## src/rtl/demux_ctrl_pkg.sv

```systemverilog
// Shared constants and types for the byte-to-word demux controller.
// Lane count and lane-index width are tied together: LANES = 4 needs a 2-bit index.
package demux_ctrl_pkg;

    localparam int unsigned LANE_W = 8;
    localparam int unsigned LANES  = 4;
    localparam int unsigned CNT_W  = 3;

    typedef logic [1:0]       lane_idx_t;
    typedef logic [CNT_W-1:0] count_t;

    typedef enum logic [1:0] {
        StIdle,
        StFill,
        StHold
    } state_t;

endpackage

```

## src/rtl/lane_demux.sv

```systemverilog
// Steers one byte into its lane of an otherwise-zero word; lane 0 is the MSB lane.
module lane_demux
    import demux_ctrl_pkg::*;
#(
    parameter int unsigned LaneW = LANE_W,
    parameter int unsigned Lanes = LANES
) (
    input  logic [LaneW-1:0]       data_i,
    input  lane_idx_t              sel_i,
    output logic [Lanes*LaneW-1:0] lanes_o
);

    always_comb begin
        lanes_o = '0;
        for (int k = 0; k < Lanes; k++) begin
            if (sel_i == lane_idx_t'(k)) begin
                lanes_o[(Lanes - k) * LaneW - 1 -: LaneW] = data_i;
            end
        end
    end

endmodule

```

## src/rtl/demux_word_ctrl.sv

```systemverilog
// Packs a byte stream into MSB-first words of LANES bytes, with flush of partial words
// and a single holding slot whose ready passes straight through for gapless streaming.
module demux_word_ctrl #(
    parameter int unsigned LANE_W = demux_ctrl_pkg::LANE_W,
    parameter int unsigned LANES  = demux_ctrl_pkg::LANES
) (
    input  logic                       inClk,
    input  logic                       inRst,
    input  logic [LANE_W-1:0]          inData,
    input  logic                       inValid,
    output logic                       inReady,
    input  logic                       inFlush,
    output demux_ctrl_pkg::lane_idx_t  outSel,
    output logic [LANES*LANE_W-1:0]    outData,
    output demux_ctrl_pkg::count_t     outCount,
    output logic                       outValid,
    input  logic                       outReady
);

    localparam demux_ctrl_pkg::lane_idx_t LastLane = demux_ctrl_pkg::lane_idx_t'(LANES - 1);

    demux_ctrl_pkg::state_t    state_q, state_d;
    demux_ctrl_pkg::lane_idx_t cnt_q, cnt_d;
    demux_ctrl_pkg::count_t    count_q, count_d;
    logic [LANES*LANE_W-1:0]   word_q, word_d;
    logic [LANES*LANE_W-1:0]   lane_word;
    logic                      byte_acc;
    logic                      word_acc;

    lane_demux #(
        .LaneW (LANE_W),
        .Lanes (LANES)
    ) u_lane_demux (
        .data_i  (inData),
        .sel_i   (cnt_q),
        .lanes_o (lane_word)
    );

    assign outSel   = cnt_q;
    assign outData  = word_q;
    assign outCount = count_q;
    assign outValid = (state_q == demux_ctrl_pkg::StHold);

    always_comb begin
        inReady  = !inRst && ((state_q != demux_ctrl_pkg::StHold) || outReady);
        byte_acc = inValid && inReady;
        word_acc = outValid && outReady;

        state_d = state_q;
        cnt_d   = cnt_q;
        count_d = count_q;
        word_d  = word_q;

        unique case (state_q)
            demux_ctrl_pkg::StIdle: begin
                if (byte_acc) begin
                    word_d  = lane_word;
                    count_d = demux_ctrl_pkg::count_t'(1);
                    if (inFlush) begin
                        state_d = demux_ctrl_pkg::StHold;
                        cnt_d   = '0;
                    end else begin
                        state_d = demux_ctrl_pkg::StFill;
                        cnt_d   = 2'd1;
                    end
                end
            end
            demux_ctrl_pkg::StFill: begin
                if (byte_acc) begin
                    word_d  = word_q | lane_word;
                    count_d = count_q + demux_ctrl_pkg::count_t'(1);
                    if (cnt_q == LastLane || inFlush) begin
                        state_d = demux_ctrl_pkg::StHold;
                        cnt_d   = '0;
                    end else begin
                        cnt_d = cnt_q + 2'd1;
                    end
                end else if (inFlush && cnt_q != '0) begin
                    state_d = demux_ctrl_pkg::StHold;
                    cnt_d   = '0;
                end
            end
            demux_ctrl_pkg::StHold: begin
                if (word_acc) begin
                    if (byte_acc) begin
                        // Counter is already 0 here, so the byte lands in lane 0 of a fresh word.
                        word_d  = lane_word;
                        count_d = demux_ctrl_pkg::count_t'(1);
                        if (inFlush) begin
                            state_d = demux_ctrl_pkg::StHold;
                            cnt_d   = '0;
                        end else begin
                            state_d = demux_ctrl_pkg::StFill;
                            cnt_d   = 2'd1;
                        end
                    end else begin
                        state_d = demux_ctrl_pkg::StIdle;
                        cnt_d   = '0;
                        count_d = '0;
                        word_d  = '0;
                    end
                end
            end
            default: begin
                state_d = demux_ctrl_pkg::StIdle;
                cnt_d   = '0;
                count_d = '0;
                word_d  = '0;
            end
        endcase
    end

    always_ff @(posedge inClk) begin
        if (inRst) begin
            state_q <= demux_ctrl_pkg::StIdle;
            cnt_q   <= '0;
            count_q <= '0;
            word_q  <= '0;
        end else begin
            state_q <= state_d;
            cnt_q   <= cnt_d;
            count_q <= count_d;
            word_q  <= word_d;
        end
    end

endmodule

```

## config.mk

```make
export PLATFORM = sky130hd
export DESIGN_NAME = demux_word_ctrl
export DESIGN_NICKNAME = d
export VERILOG_FILES = /design/src/rtl/demux_ctrl_pkg.sv /design/src/rtl/lane_demux.sv /design/src/rtl/demux_word_ctrl.sv
export SDC_FILE = /design/constraint.sdc
export NUM_CORES = 1
export LEC_CHECK = 0
export CAP_MARGIN = 10
export CORE_UTILIZATION = 40
export DETAILED_ROUTE_END_ITERATION = 10
export PLACE_DENSITY = 0.75
export SLEW_MARGIN = 20
export SYNTH_ARGS = -nofsm -noshare
export SYNTH_HDL_FRONTEND = slang
export SYNTH_HIERARCHICAL = 1
export SYNTH_SLANG_ARGS = --single-unit
```

## constraint.sdc

```tcl
create_clock -name inClk -period 1.65 [get_ports inClk]
set_clock_uncertainty 0.2 [all_clocks]
set_input_delay 0.33 -clock inClk [delete_from_list [all_inputs] [get_ports inClk]]
set_output_delay 0.33 -clock inClk [all_outputs]
set_load 0.005 [all_outputs]
```

==> metrics.md <==
| Metric | Value |
|---|---|
| Required time worst endpoint | `1.67 ns` |
| Critical path's largest stage delay | `0.34 ns` |
| Final Max Slew Viols | `0` |
| Commonest cells post-synth | `39 x dfxtp_1, 32 x a22o_1, 15 x and3b_1` |
| FFs w/ async S/R, synth | `0` |
| Sink Count | `39` |
| Min-Delay Startpoint | `outData[15]$_SDFFE_PP0P_` |
| Post-synth EDFFs | `0` |
| Cell area after layout | `2860 sq um` |
| Critical Path AT | `1.76 ns` |
| Netlist cell types | `34` |
| Flop-to-flop setup slack | `-0.08 ns` |
| Root Driver | `clkbuf_8` |
| Synth top area cells | `dfxtp_1 44%, a22o_1 16%, and3b_1 7.4%` |
| GRT Residual Overflow | `0` |
| Max Root-Sink Buffers | `2` |
| Least-Margin Pin Slew | `0.327 ns` |
| Total global-route track usage | `0.239` |
| Synthesized area | `1780 sq um` |
| RSZ-0062 raised after global routing | `true` |
| FP Rows | `23` |
| DRT antenna net count | `0` |
| First-pass GRT wire length | `8.05 mm` |
| # hold bufs at CTS | `0` |
| Max_cap viols | `0` |
| Lkg Pwr | `0.00158 uW` |
| Worst Hold Depth | `1` |
| Post-synth net total | `183` |
| Failing checks | `negative setup slack` |
| #FFs+latches synth | `39` |
| Multi-input gate area | `921 sq um` |
| Synth Instances | `167` |
| CP Launch Type | `register` |
| Wire per inst | `17.5 um` |
| Drc violations | `0` |
| Layout Area Growth over Synthesis | `60.3%` |
| Largest net degree at the start of global routing | `34` |
| Synth Flop Type | `dfxtp_1` |
| # setup viols final | `33` |
| Yosys top cell area share | `0.438` |
| Starting Density | `0.430` |
| Die Y | `68.7 um` |
| Slowest cell on the critical path | `dfxtp_2` |
| Sink of the worst hold path | `outData[15]$_SDFFE_PP0P_` |
| H-tree depth | `2` |
| Placed cell area | `2420 sq um` |
| CTS tree | `done` |
| Net count, final | `264` |
| Post-layout util | `0.689` |
| TritonRoute pass-1 iters | `4` |
| Achievable Freq | `577 MHz` |
| Seq/Total Area, Yosys | `0.438` |
| Largest area contributor in the netlist | `dfxtp_1` |
| Internal | `1720 uW` |
| Max VDD drop | `0.000532 V` |
| I/O pin count | `52` |
| Final period util | `1.05` |
| Count leader, synth | `dfxtp_1` |
| GPL Wtd Cong | `0.802` |
| Crit end category | `register` |
| R2r startpoint | `state_q[0]$_SDFFE_PP0P_` |
| Share of cells above drive strength 1 | `0.398` |
| Setup CP Type | `register to register` |
| Min Tclk post-route | `1.73 ns` |
| Clock Power Share | `0.345` |
| Clock insertion delay at the later pin of the skew report | `0.29 ns` |
| Setup ws final | `-0.0832 ns` |
| Syn avg cell area | `10.7 sq um` |
| Dpl hpwl | `2.79 mm` |
| R2r endpoint | `outSel[0]$_SDFFE_PP0P_` |
| Initial antenna violation count | `0` |
| Status | `finished, violations left` |
| Worst min path class | `register to register` |
| Cells along the critical path | `buf_8 -> buf_12 -> and3b_2 -> a211oi_4 -> buf_4 -> nand2_2 -> a21oi_1` |
| Worst R2R Path Depth | `7` |
| Final hold violations | `0` |
| Core area | `4140 sq um` |
| Die W | `68.7 um` |
| Switch share | `0.266` |
| Logic gate share of total power | `0.232` |
| Number of global-route vias before repair | `1582` |
| Vias | `1642` |
| Number of buffers added on ports | `51` |
| Synth Warn # | `6` |
| Switch Pwr | `623 uW` |
| Worst-path clk slew | `0.08 ns` |
| Num CTS Buffers | `5` |
| Pwr Density | `820 nW/um^2` |
| Vias per cell | `5.49` |
| Critical Path Fanout Max | `6` |
| Slew headroom | `0.782` |
| Routed wire length | `5.24 mm` |
| Fill cells | `320` |
| Ant. Diodes | `0` |
| Seq pwr share | `0.423` |
| Die Area | `4730 sq um` |
| Initial DRC count | `61` |
| Register area | `825 sq um` |
cell families after synthesis:
| group | Yosys count | share of synthesized area |
|---|---|---|
| AO/OA/AOI/OAI | 51 | 0.234 |
| AND/OR/NAND/NOR | 50 | 0.202 |
| flip-flops | 39 | 0.438 |
| buffers and inverters | 21 | 0.0892 |
| adder cells (fa/ha/maj) | 3 | 0.0211 |
| XOR/XNOR | 2 | 0.00983 |
| multiplexers | 1 | 0.00562 |
flip-flops by register name, summed over array words and instances, names as in the netlist:
| name | count |
|---|---|
| outCount | 3 |
| outData | 32 |
| outSel | 2 |
| state_q | 2 |
power groups by stage:
stage	clock network, uW	logic, uW	registers (uW)
floorplan	0	207	1010
global placement	0	370	1010
detailed placement	0	375	1010
CTS	816	519	989
global route	859	580	994
finish	808	542	991
worst max-delay path: cells and delay by family (launching register included):
kind                   cells  cell delay (ns)
AOI/OAI and AO/OA          2             0.42
and+or+nand+nor            2             0.28
buffers and inverters      3             0.42
DFF                        1             0.34
placed cells by master (no fill, tap or decap), types with 2 or more instances in the layout:
cell / synthesis / routed
inv_1: 6 / 2
buf_4: 2 / 22
ha_1: 3 / 2
buf_8: 0 / 2
and3b_2: 2 / 3
clkdlybuf4s50_1: 0 / 9
dfxtp_1: 39 / 10
dfxtp_4: 0 / 3
o21ai_0: 3 / 3
dlymetal6s2s_1: 0 / 13
a211oi_4: 0 / 2
nor3b_1: 8 / 8
and3b_1: 15 / 14
o21a_4: 1 / 2
nor2_1: 6 / 5
inv_2: 0 / 3
dlygate4sd2_1: 0 / 27
dfxtp_2: 0 / 26
and3_1: 8 / 8
a21oi_1: 6 / 6
clkbuf_8: 0 / 5
a22o_1: 32 / 32
buf_12: 0 / 4
nand2_1: 4 / 2
buf_6: 9 / 10
metrics by stage:
stage | TNS, ns | setup WS, ns | instances | hold WS, ns | power [uW]
2_1_floorplan | 0 | 0.0132 | 167 | 0.264 | 1220
3_3_place_gp | -29.84 | -0.859 | 271 | 0.260 | 1380
3_5_place_dp | -20.53 | -0.628 | 272 | 0.266 | 1380
4_1_cts | -1.55 | -0.104 | 299 | 0.272 | 2320
5_1_grt | -3.13 | -0.118 | 299 | 0.286 | 2430
6_report | -1.22 | -0.0832 | 299 | 0.267 | 2340
metal layers:
layer | global-route usage | share of wire | up-vias | routed length (um)
li1 | - | - | 783 | -
met1 | 0.308 | 0.44 | 798 | 2300
met2 | 0.395 | 0.49 | 50 | 2590
met3 | 0.0345 | 0.042 | 11 | 222
met4 | 0.107 | 0.025 | 0 | 133
met5 | 0 | 0 | - | 0
layout make-up:
class,count,share of cell area
clock buffer,5,0.0241
clock inverter,3,0.0153
inverter,6,0.00876
multi-input combinational,107,0.323
sequential,39,0.289
tap,50,0.0219
timing repair buffer,89,0.319
timing repair:
item                       in CTS  in global routing
setup endpoints to repair      76                 50
cloned                          4                  0
buffers inserted               15                  5
pin swaps                       9                 20
resized for setup              83                 31
worst max path at each step:
stage / start / end / slack (ns) / cells after the start
floorplan: outSel[0]$_SDFFE_PP0P_ / state_q[0]$_SDFFE_PP0P_ / 0.01 / 6
global placement: inValid / outData[0]$_SDFFE_PP0P_ / -0.86 / 5
detailed placement: inValid / outData[12]$_SDFFE_PP0P_ / -0.63 / 6
CTS: state_q[1]$_SDFFE_PP0P_ / outData[18]$_SDFFE_PP0P_ / -0.10 / 7
global route: state_q[0]$_SDFFE_PP0P_ / outSel[1]$_SDFFE_PP0P_ / -0.12 / 7
finish: state_q[0]$_SDFFE_PP0P_ / outSel[0]$_SDFFE_PP0P_ / -0.08 / 7
Power figures use the tool's default switching activity.
